[src/rtl/tcam_cfg_ctrl.sv]
// Memory-mapped TCAM / action-table configuration controller.
// Firmware fills key, mask and action staging registers over the PicoRV32
// native bus, then writes CMD; a small FSM turns the command into one or
// more single-cycle write strobes on the registered config outputs.
module tcam_cfg_ctrl #(
   parameter logic [31:0] BASE_ADDR = 32'h0300_0000,
   parameter int          KEY_W     = 128,
   parameter int          ENTRIES   = 16,
   parameter int          ACTION_W  = 64,
   localparam int         IDX_W     = $clog2(ENTRIES)
) (
   input  logic                clk,
   input  logic                resetn,
   input  logic                mem_valid,
   input  logic [31:0]         mem_addr,
   input  logic [31:0]         mem_wdata,
   input  logic [3:0]          mem_wstrb,
   output logic                mem_ready,
   output logic [31:0]         mem_rdata,
   output logic                tcam_wr_en,
   output logic                tcam_wr_is_mask,
   output logic [IDX_W-1:0]    tcam_wr_addr,
   output logic [KEY_W-1:0]    tcam_wr_data,
   output logic                action_wr_en,
   output logic [IDX_W-1:0]    action_wr_addr,
   output logic [ACTION_W-1:0] action_wr_data,
   output logic                action_wr_default,
   output logic [ACTION_W-1:0] action_default_data
);

   localparam int KEY_WORDS   = KEY_W / 32;
   localparam int ACT_WORDS   = ACTION_W / 32;
   localparam int MASK_BASE   = KEY_WORDS;
   localparam int ACT_BASE    = 2 * KEY_WORDS;
   localparam int CMD_WORD    = ACT_BASE + ACT_WORDS;
   localparam int STATUS_WORD = CMD_WORD + 1;

   localparam logic [2:0] OP_KEY   = 3'd1;
   localparam logic [2:0] OP_MASK  = 3'd2;
   localparam logic [2:0] OP_ACT   = 3'd3;
   localparam logic [2:0] OP_DEF   = 3'd4;
   localparam logic [2:0] OP_ENTRY = 3'd5;

   typedef enum logic [2:0] {IDLE, WR_MASK, WR_KEY, WR_ACT, WR_DEF} state_e;

   state_e                state_q, state_d;
   logic [2:0]            op_q;
   logic [IDX_W-1:0]      idx_q;
   logic [KEY_W-1:0]      key_q, key_d, mask_q, mask_d;
   logic [ACTION_W-1:0]   act_q, act_d;
   logic                  err_q, err_d;
   logic [7:0]            done_q, done_d;
   logic                  ready_q, ready_d;
   logic [31:0]           rdata_q, rdata_d;

   logic                  tcam_en_q, tcam_en_d, is_mask_q, is_mask_d;
   logic [IDX_W-1:0]      tcam_addr_q, tcam_addr_d, act_addr_q, act_addr_d;
   logic [KEY_W-1:0]      tcam_data_q, tcam_data_d;
   logic                  act_en_q, act_en_d, def_en_q, def_en_d;
   logic [ACTION_W-1:0]   act_data_q, act_data_d, def_data_q, def_data_d;

   logic                  hit, busy, wr_acc, cmd_wr, cmd_err, w1c;
   int                    word;
   logic [2:0]            cmd_op;
   logic [IDX_W-1:0]      cmd_idx, cur_idx;

   // Bus decode: a write takes effect in the cycle mem_ready is high.
   always_comb begin
      hit     = mem_valid && (mem_addr[31:8] == BASE_ADDR[31:8]);
      word    = 32'(mem_addr[7:2]);
      busy    = (state_q != IDLE);
      wr_acc  = ready_q && hit && (mem_wstrb != 4'b0000);
      cmd_wr  = wr_acc && (word == CMD_WORD);
      cmd_op  = mem_wdata[10:8];
      cmd_idx = mem_wdata[IDX_W-1:0];
      cmd_err = cmd_wr && ((cmd_op == 3'd0) || (cmd_op > OP_ENTRY));
      w1c     = wr_acc && (word == STATUS_WORD) && mem_wstrb[0] && mem_wdata[1];
      // Accesses stall while a sequence runs so staging data stays stable.
      ready_d = hit && !ready_q && !busy;
   end

   // Staging register byte writes and read-data mux.
   always_comb begin
      // NOTE: every combinational output gets a default first so no latch is inferred.
      key_d   = key_q;
      mask_d  = mask_q;
      act_d   = act_q;
      rdata_d = 32'h0;
      if (wr_acc) begin
         for (int b = 0; b < 4; b++) begin
            if (mem_wstrb[b]) begin
               if (word < MASK_BASE)
                  key_d[word*32 + b*8 +: 8] = mem_wdata[b*8 +: 8];
               else if (word < ACT_BASE)
                  mask_d[(word-MASK_BASE)*32 + b*8 +: 8] = mem_wdata[b*8 +: 8];
               else if (word < CMD_WORD)
                  act_d[(word-ACT_BASE)*32 + b*8 +: 8] = mem_wdata[b*8 +: 8];
            end
         end
      end
      if (ready_d) begin
         if (word < MASK_BASE)
            rdata_d = key_q[word*32 +: 32];
         else if (word < ACT_BASE)
            rdata_d = mask_q[(word-MASK_BASE)*32 +: 32];
         else if (word < CMD_WORD)
            rdata_d = act_q[(word-ACT_BASE)*32 +: 32];
         else if (word == STATUS_WORD)
            rdata_d = {16'h0, done_q, 6'h0, err_q, busy};
      end
   end

   // Next-state logic: ENTRY walks MASK -> KEY -> ACT, single ops take one state.
   always_comb begin
      state_d = state_q;
      unique case (state_q)
         IDLE: begin
            if (cmd_wr) begin
               case (cmd_op)
                  OP_KEY:           state_d = WR_KEY;
                  OP_MASK, OP_ENTRY: state_d = WR_MASK;
                  OP_ACT:           state_d = WR_ACT;
                  OP_DEF:           state_d = WR_DEF;
                  default:          state_d = IDLE;
               endcase
            end
         end
         WR_MASK: state_d = (op_q == OP_ENTRY) ? WR_KEY : IDLE;
         WR_KEY:  state_d = (op_q == OP_ENTRY) ? WR_ACT : IDLE;
         default: state_d = IDLE;
      endcase
   end

   // Output logic: strobes and their address/data load on entry to a state.
   always_comb begin
      cur_idx     = cmd_wr ? cmd_idx : idx_q;
      tcam_en_d   = 1'b0;
      is_mask_d   = 1'b0;
      tcam_addr_d = tcam_addr_q;
      tcam_data_d = tcam_data_q;
      act_en_d    = 1'b0;
      act_addr_d  = act_addr_q;
      act_data_d  = act_data_q;
      def_en_d    = 1'b0;
      def_data_d  = def_data_q;
      err_d       = cmd_err ? 1'b1 : (w1c ? 1'b0 : err_q);
      done_d      = done_q + ((busy && (state_d == IDLE)) ? 8'd1 : 8'd0);
      unique case (state_d)
         WR_MASK: begin
            tcam_en_d   = 1'b1;
            is_mask_d   = 1'b1;
            tcam_addr_d = cur_idx;
            tcam_data_d = mask_q;
         end
         WR_KEY: begin
            tcam_en_d   = 1'b1;
            tcam_addr_d = cur_idx;
            tcam_data_d = key_q;
         end
         WR_ACT: begin
            act_en_d   = 1'b1;
            act_addr_d = cur_idx;
            act_data_d = act_q;
         end
         WR_DEF: begin
            def_en_d   = 1'b1;
            def_data_d = act_q;
         end
         default: ;
      endcase
   end

   // State, staging, status and registered outputs.
   always_ff @(posedge clk or negedge resetn) begin
      if (!resetn) begin
         state_q     <= IDLE;
         op_q        <= 3'd0;
         idx_q       <= '0;
         key_q       <= '0;
         mask_q      <= '0;
         act_q       <= '0;
         err_q       <= 1'b0;
         done_q      <= 8'd0;
         ready_q     <= 1'b0;
         rdata_q     <= 32'h0;
         tcam_en_q   <= 1'b0;
         is_mask_q   <= 1'b0;
         tcam_addr_q <= '0;
         tcam_data_q <= '0;
         act_en_q    <= 1'b0;
         act_addr_q  <= '0;
         act_data_q  <= '0;
         def_en_q    <= 1'b0;
         def_data_q  <= '0;
      end else begin
         // NOTE: non-blocking assignments so every register samples pre-edge values.
         state_q     <= state_d;
         if (cmd_wr) begin
            op_q  <= cmd_op;
            idx_q <= cmd_idx;
         end
         key_q       <= key_d;
         mask_q      <= mask_d;
         act_q       <= act_d;
         err_q       <= err_d;
         done_q      <= done_d;
         ready_q     <= ready_d;
         rdata_q     <= rdata_d;
         tcam_en_q   <= tcam_en_d;
         is_mask_q   <= is_mask_d;
         tcam_addr_q <= tcam_addr_d;
         tcam_data_q <= tcam_data_d;
         act_en_q    <= act_en_d;
         act_addr_q  <= act_addr_d;
         act_data_q  <= act_data_d;
         def_en_q    <= def_en_d;
         def_data_q  <= def_data_d;
      end
   end

   assign mem_ready           = ready_q;
   assign mem_rdata           = rdata_q;
   assign tcam_wr_en          = tcam_en_q;
   assign tcam_wr_is_mask     = is_mask_q;
   assign tcam_wr_addr        = tcam_addr_q;
   assign tcam_wr_data        = tcam_data_q;
   assign action_wr_en        = act_en_q;
   assign action_wr_addr      = act_addr_q;
   assign action_wr_data      = act_data_q;
   assign action_wr_default   = def_en_q;
   assign action_default_data = def_data_q;

endmodule

[config.mk]
export PLATFORM = sky130hd
export DESIGN_NAME = tcam_cfg_ctrl
export DESIGN_NICKNAME = d
export VERILOG_FILES = /design/src/rtl/tcam_cfg_ctrl.sv
export SDC_FILE = /design/constraint.sdc
export NUM_CORES = 1
export LEC_CHECK = 0
export CAP_MARGIN = 20
export CORE_ASPECT_RATIO = 1.4
export CORE_MARGIN = 4
export CORE_UTILIZATION = 40
export DETAILED_ROUTE_END_ITERATION = 12
export PLACE_DENSITY = 0.65
export SLEW_MARGIN = 0
export SYNTH_ARGS = -nofsm -noshare
export SYNTH_HDL_FRONTEND = slang
export SYNTH_SLANG_ARGS = --single-unit
[constraint.sdc]
create_clock -name clk -period 4.8 [get_ports clk]
set_input_delay 0.48 -clock clk [delete_from_list [all_inputs] [get_ports clk]]
set_output_delay 0.48 -clock clk [all_outputs]
set_load 0.01 [all_outputs]
==> impl_metrics.py, run 1 <==
metrics = {
    "timing": {
        "rsz0062_at_grt": "false",
        "slew_violations": 0,
        "fmax_mhz": 253,
        "timing.final.crit_share_pct": 82.2,
        "final-hold-violation-count": 0,
        "tightest_slew_ns": 1.01,
        "fin_hold_ws_ns": 0.447,
        "finalCriticalPeriod_ns": 3.95,
        "slew_headroom_pct": 32.3,
        "timing.setup.tns_ns": 0,
        "fin_worst_skew_ns": 0.0239,
        "finalSetupViolCount": 0,
    },
    "critical_path": {
        "crit_buf_inv": 3,
        "cp.required_ns": 5.28,
        "worstPathArrival_ns": 4.43,
        "crit_slowest_cell": "clkdlybuf4s50_1",
        "endpoint_kind": "register",
        "cp_max_fo": 8,
        "critPathMaxStageDelay_ns": 0.41,
        "path_class": "input pin to register",
        "path_delay_family": "simple AND/OR/NAND/NOR gates",
        "critPathLaunchType": "input pin",
        "path_common_cell": "ha_1",
        "path_cells": "clkdlybuf4s50_1 -> inv_1 -> ha_1 -> a21boi_2 -> xnor2_1 -> nand4_1 -> ha_1 -> nor4b_1 -> nand3_1 -> a2111oi_2 -> o22ai_1 -> nor4_4 -> buf_4 -> mux2_2",
    },
    "routing": {
        "final_antenna_net_count": 0,
        "vias": 22800,
        "drc": 0,
        "drt_first_pass_iters": 7,
        "wl_per_cell_um": 22.6,
        "viasPerCell": 5.50,
        "drt_iter0_markers": 1852,
        "wl_um": 93500,
    },
    "clock_network": {
        "clkTransAtPathRegs_ns": 0.06,
        "h-tree-depth": 3,
        "post_cts_buffers": 0,
        "cts_tree": "built",
        "cts_resized": 0,
        "cts_made_buffers": 66,
        "clk_path_buf_depth": 3,
        "cts-root-buf": "clkbuf_16",
        "cts.sink_count": 640,
        "cts_hold_buf": 1,
        "clk_latency_ns": 0.61,
    },
    "layout": {
        "final_cells": 4142,
        "multi_input_area_um2": 11800,
        "fin_nets": 3260,
        "regArea_um2": 16000,
        "area_growth_pct": 23.9,
        "drive_gt1_share_pct": 11.6,
        "layout_commonest_cell": "nand2_1",
        "final_cell_mix": "754 x nand2_1, 640 x dfrtp_1, 366 x clkdlybuf4s50_1",
        "final.fill_count": 6467,
    },
    "global_route": {
        "grt_pass1_wl_um": 141000,
        "grt_max_degree": 120,
        "grt.total_usage_pct": 24.2,
        "globalRouteOverflowTotal": 0,
        "grt_pass1_vias": 22400,
        "antenna_found_initial": 6,
    },
    "place": {
        "io_buffers": 369,
        "place_inst": 4026,
        "dp.final_hpwl_um": 64900,
        "routabilityCongestion": 0.867,
    },
    "synth": {
        "syn_inst": 2847,
        "ys_seq_area_share_pct": 55.8,
        "synth_top_flop_cell": "dfrtp_1",
        "synth_nets": 2948,
        "ys_seq_elements": 640,
        "avgSynthCellArea_um2": 10.1,
        "ys_warn_count": 0,
        "synth_area_um2": 28700,
        "ys_types": 73,
        "synth_edf_count": 0,
        "post-synth-top-area-fraction_pct": 55.8,
        "ys_async_sr_fraction_pct": 100,
        "yosysTopAreaCell": "dfrtp_1",
        "synth_top_cells_by_area": "dfrtp_1 56%, nand2_1 9.9%, mux4_2 5.0%, nor2_1 4.1%, mux2_2 3.5%",
    },
    "die": {
        "core-area_um2": 70600,
        "fp.dieH_um": 325,
        "die_area_um2": 76100,
        "die_w_um": 234,
        "start_util_pct": 40.6,
        "io_pins": 372,
        "rows": 115,
    },
    "flow_run": {
        "maxCapViolCount": 0,
    },
    "power_and_ir_drop": {
        "powerDensity_nw_per_um2": 308,
        "ir_drop_uv": 254,
        "power.total_uw": 10900,
        "leakage_uw": 0.0161,
    },
    "status": {
        "status": "finished clean",
    },
    "min_path": {
        "hp-class": "input pin to register",
    },
}
[final cells by class]
| cell class | count | area share (%) |
|---|---|---|
| inverter | 51 | 0.539 |
| antenna | 1 | 0.00704 |
| clock buffer | 85 | 5.05 |
| multi-input combinational | 1960 | 33.1 |
| tap | 936 | 3.30 |
| sequential | 640 | 45.1 |
| timing repair buffer | 440 | 12.2 |
| clock inverter | 29 | 0.767 |
[synth_stat cells, types with 5 or more instances]
master,count
mux2i_1,42
ha_1,30
nand2b_1,7
nor4_1,5
nand4_1,33
inv_1,49
a22oi_1,23
nand2_1,754
and3_1,8
a32oi_1,9
buf_1,30
and2_1,16
o22ai_1,160
clkbuf_1,125
nand4b_1,7
nor2b_1,8
dfrtp_1,640
mux2_2,90
o31ai_1,48
mux4_2,64
buf_2,38
a21oi_1,15
o21ai_0,163
nor2_1,316
or3_1,12
nand3_1,27
xnor2_1,16
nor3_1,18
a211oi_1,10
a22o_1,7
mux2_4,8
[layer usage]
layer	up-vias	GRT usage, %	routed length (um)
met4	8	8.56	3270
met5	-	0	73
met3	182	5.02	6740
li1	10400	-	-
met1	11300	32.5	38700
met2	809	39.0	44700
[path summary, 6_finish.rpt]
kind	start	end	slack, ns	cells after the start
setup / recovery	mem_addr[6]	mask_q[66]$_DFFE_PN0P_	0.85	14
hold / removal	mem_addr[2]	key_q[85]$_DFFE_PN0P_	0.45	4
setup reg to reg	state_q[1]$_DFF_PN0_	tcam_wr_data[113]$_DFFE_PN0P_	2.13	6
hold reg to reg	action_wr_data[51]$_DFFE_PN0P_	action_wr_data[51]$_DFFE_PN0P_	0.46	2
max in group asynchronous	resetn	mem_rdata[0]$_DFF_PN0_	3.05	3
min in group asynchronous	resetn	tcam_wr_data[68]$_DFFE_PN0P_	0.52	2
[through the flow]
| step | util (%) | setup WS, ns | area [um^2] |
|---|---|---|---|
| 2_1_floorplan | - | 0.786 | 28700 |
| 3_3_place_gp | 47.3 | 0.357 | 33400 |
| 3_5_place_dp | 47.4 | 0.270 | 33500 |
| 4_1_cts | 50.3 | 0.915 | 35500 |
| 5_1_grt | 50.3 | 0.594 | 35500 |
| 6_report | 50.3 | 0.853 | 35500 |
[sequential cells by signal, summed over array words and instances, names as in the netlist, 3 cells and up]
register and count:
key_q 128, mem_rdata 32, op_q 3, action_wr_addr 4
done_q 8, mask_q 128, state_q 3, act_q 64
tcam_wr_data 128, action_default_data 64, tcam_wr_addr 4, action_wr_data 64
idx_q 4
[power breakdown]
| part | switching (uW) | internal, uW |
|---|---|---|
| Combinational | 373 | 158 |
| Sequential | 0.000000449 | 5390 |
| Clock | 2190 | 2820 |
| Total | 2560 | 8370 |
[worst register-to-register path, cell delays in order, from the launching register on]
cell and delay (ns):
dfrtp_1 0.42, nor3_1 0.49, and2_1 0.47, nand4b_1 0.18, buf_4 0.37, o22ai_1 0.52, nor2_1 0.08
[cells by family after synthesis]
| logic type | synth area share (%) |
|---|---|
| AND/OR/NAND/NOR | 18.3 |
| flip-flops | 55.8 |
| AO/OA/AOI/OAI | 9.94 |
| buffers and inverters | 3.46 |
| multiplexers | 10.5 |
| adder cells (fa/ha/maj) | 1.31 |
| XOR/XNOR | 0.637 |
No activity file was read; power rests on OpenSTA's default activity.
==> run 2, diff against run 1 <==
--- a/config.mk
+++ b/config.mk
@@ -10,7 +10,7 @@
 export CORE_MARGIN = 4
 export CORE_UTILIZATION = 40
 export DETAILED_ROUTE_END_ITERATION = 12
-export PLACE_DENSITY = 0.65
+export PLACE_DENSITY = 0.67
 export SLEW_MARGIN = 0
 export SYNTH_ARGS = -nofsm -noshare
 export SYNTH_HDL_FRONTEND = slang
==> constraint.sdc (replaced) <==
create_clock -name clk -period 3.6 [get_ports clk]
set_input_delay 0.36 -clock clk [delete_from_list [all_inputs] [get_ports clk]]
set_output_delay 0.36 -clock clk [all_outputs]
set_load 0.01 [all_outputs]
==> impl_metrics.py, run 2 (synthesized netlist as in run 1, its figures left out) <==
metrics = {
    "status": {
        "status": "finished clean",
    },
    "clock_network": {
        "cts_made_buffers": 66,
        "cts_tree": "built",
        "cts-root-buf": "clkbuf_16",
        "clk_latency_ns": 0.61,
        "h-tree-depth": 3,
        "clk_path_buf_depth": 3,
        "clkTransAtPathRegs_ns": 0.06,
        "cts.sink_count": 640,
    },
    "routing": {
        "drc": 0,
        "drt_iter0_markers": 2165,
        "drt_first_pass_iters": 6,
        "viasPerCell": 5.47,
        "wl_per_cell_um": 22.4,
        "final_antenna_net_count": 0,
        "vias": 23100,
        "wl_um": 94900,
    },
    "critical_path": {
        "path_delay_family": "buffers and inverters",
        "crit_slowest_cell": "clkdlybuf4s50_1",
        "endpoint_kind": "register",
        "r2r-start": "state_q[1]$_DFF_PN0_",
        "cp.required_ns": 4.09,
        "crit_buf_inv": 4,
        "critPathMaxStageDelay_ns": 0.53,
        "worstSetupStartpoint": "mem_addr[4]",
        "critPathLaunchType": "input pin",
        "path_cells": "clkdlybuf4s50_1 -> inv_4 -> ha_4 -> xnor2_4 -> ha_2 -> and4bb_2 -> nand2_1 -> ha_1 -> nor4bb_2 -> nand3_1 -> a2111oi_4 -> o22ai_2 -> buf_4 -> nor4_4 -> buf_6 -> mux2_2",
        "cp_max_fo": 8,
        "path_class": "input pin to register",
        "worstPathArrival_ns": 3.82,
    },
    "timing": {
        "final-hold-violation-count": 0,
        "slew_headroom_pct": 34.9,
        "slew_violations": 0,
        "fin_worst_skew_ns": 0.0243,
        "finalSetupViolCount": 0,
        "tightest_slew_ns": 0.974,
        "finalCriticalPeriod_ns": 3.33,
        "fmax_mhz": 300,
        "rsz0062_at_grt": "false",
        "timing.final.crit_share_pct": 92.5,
        "layout_setup_ws_ns": 0.269,
        "timing.setup.tns_ns": 0,
    },
    "power_and_ir_drop": {
        "switchingPower_uw": 3420,
        "leakage_uw": 0.0166,
        "p_clk_share_pct": 45.9,
        "ir_drop_uv": 292,
        "internal-power_uw": 11300,
        "swShare_pct": 23.3,
        "pwr-share-comb_pct": 5.2,
        "power_frac_seq_pct": 48.9,
        "powerDensity_nw_per_um2": 404,
    },
    "die": {
        "die_area_um2": 76100,
        "die_w_um": 234,
        "core-area_um2": 70600,
        "start_util_pct": 40.6,
        "io_pins": 372,
        "fp.dieH_um": 325,
        "rows": 115,
    },
    "layout": {
        "drive_gt1_share_pct": 14.0,
        "layout_commonest_cell": "nand2_1",
        "fin_nets": 3338,
        "final_cell_mix": "754 x nand2_1, 640 x dfrtp_1, 366 x clkdlybuf4s50_1",
        "final.fill_count": 6417,
        "final_cells": 4226,
        "fin_area_um2": 36400,
        "area_growth_pct": 27.0,
    },
    "place": {
        "routabilityCongestion": 0.886,
        "pre_cts_ws_ns": -0.460,
        "dp.final_hpwl_um": 66700,
        "io_buffers": 369,
        "place_inst": 4104,
        "dpl_cell_area_um2": 34300,
    },
    "global_route": {
        "grt_max_degree": 116,
        "grt.total_usage_pct": 24.8,
        "grt_pass1_wl_um": 144000,
        "grt_pass1_vias": 23000,
        "globalRouteOverflowTotal": 0,
        "antenna_found_initial": 10,
    },
    "flow_run": {
        "maxCapViolCount": 0,
    },
    "min_path": {
        "hp-class": "input pin to asynchronous set/reset pin",
    },
}
run 2: path summary, 6_finish.rpt:
| check | end | slack (ns) | depth (start not counted) |
|---|---|---|---|
| worst max-delay path | mask_q[64]$_DFFE_PN0P_ | 0.27 | 16 |
| worst min-delay path | key_q[101]$_DFFE_PN0P_ | 0.30 | 2 |
| worst max register to register | tcam_wr_data[80]$_DFFE_PN0P_ | 1.18 | 7 |
| worst min register to register | action_default_data[47]$_DFFE_PN0P_ | 0.46 | 2 |
| max in group asynchronous | action_wr_data[56]$_DFFE_PN0P_ | 2.20 | 3 |
| min in group clk | act_q[15]$_DFFE_PN0P_ | 0.37 | 5 |
run 2: power groups by stage:
stage / clock (uW) / sequential [uW] / combinational [uW]
after floorplan: 0 / 7330 / 316
after global placement: 0 / 7320 / 764
after detailed placement: 0 / 7320 / 767
after CTS: 6910 / 7190 / 770
after global routing: 7190 / 7190 / 841
final: 6750 / 7190 / 770
run 2: metal layers:
| metal | up-vias | global-route usage, % | part of all wire [%] |
|---|---|---|---|
| met2 | 930 | 39.3 | 47 |
| li1 | 10600 | - | - |
| met5 | - | 0 | 0.044 |
| met4 | 6 | 9.66 | 3.9 |
| met3 | 211 | 5.29 | 7.5 |
| met1 | 11400 | 33.3 | 41 |
run 2: stage by stage:
step,hold WS [ns],utilization [%],total power [uW]
detailed placement,0.362,48.5,8090
finish,0.304,51.6,14700
CTS,0.294,51.5,14900
global placement,0.364,48.5,8090
global route,0.339,51.6,15200
floorplan,0.0644,-,7640
run 2: worst reg2reg max path, stage by stage (launching register included):
cell,delay (ns)
dfrtp_1,0.40
nor3_1,0.18
buf_4,0.16
and2_1,0.39
nand4b_1,0.31
buf_12,0.32
o22ai_1,0.45
nor2_1,0.08
run 2: cell type report:
cell class	count	area, um^2	area share, %
Tap cell	936	1170	3.21
Inverter	51	194	0.532
Antenna cell	7	17.5	0.0481
Timing Repair Buffer	518	5080	13.9
Clock inverter	18	118	0.323
Clock buffer	96	1990	5.46
Multi-Input combinational cell	1960	11900	32.5
Sequential cell	640	16000	44.0
run 2: timing repair:
action,CTS,global route
setup endpoints to repair,0,16
setup buffers,0,0
hold buffers,1,0
endpoints found under the hold margin,63,0
resized for setup,0,5
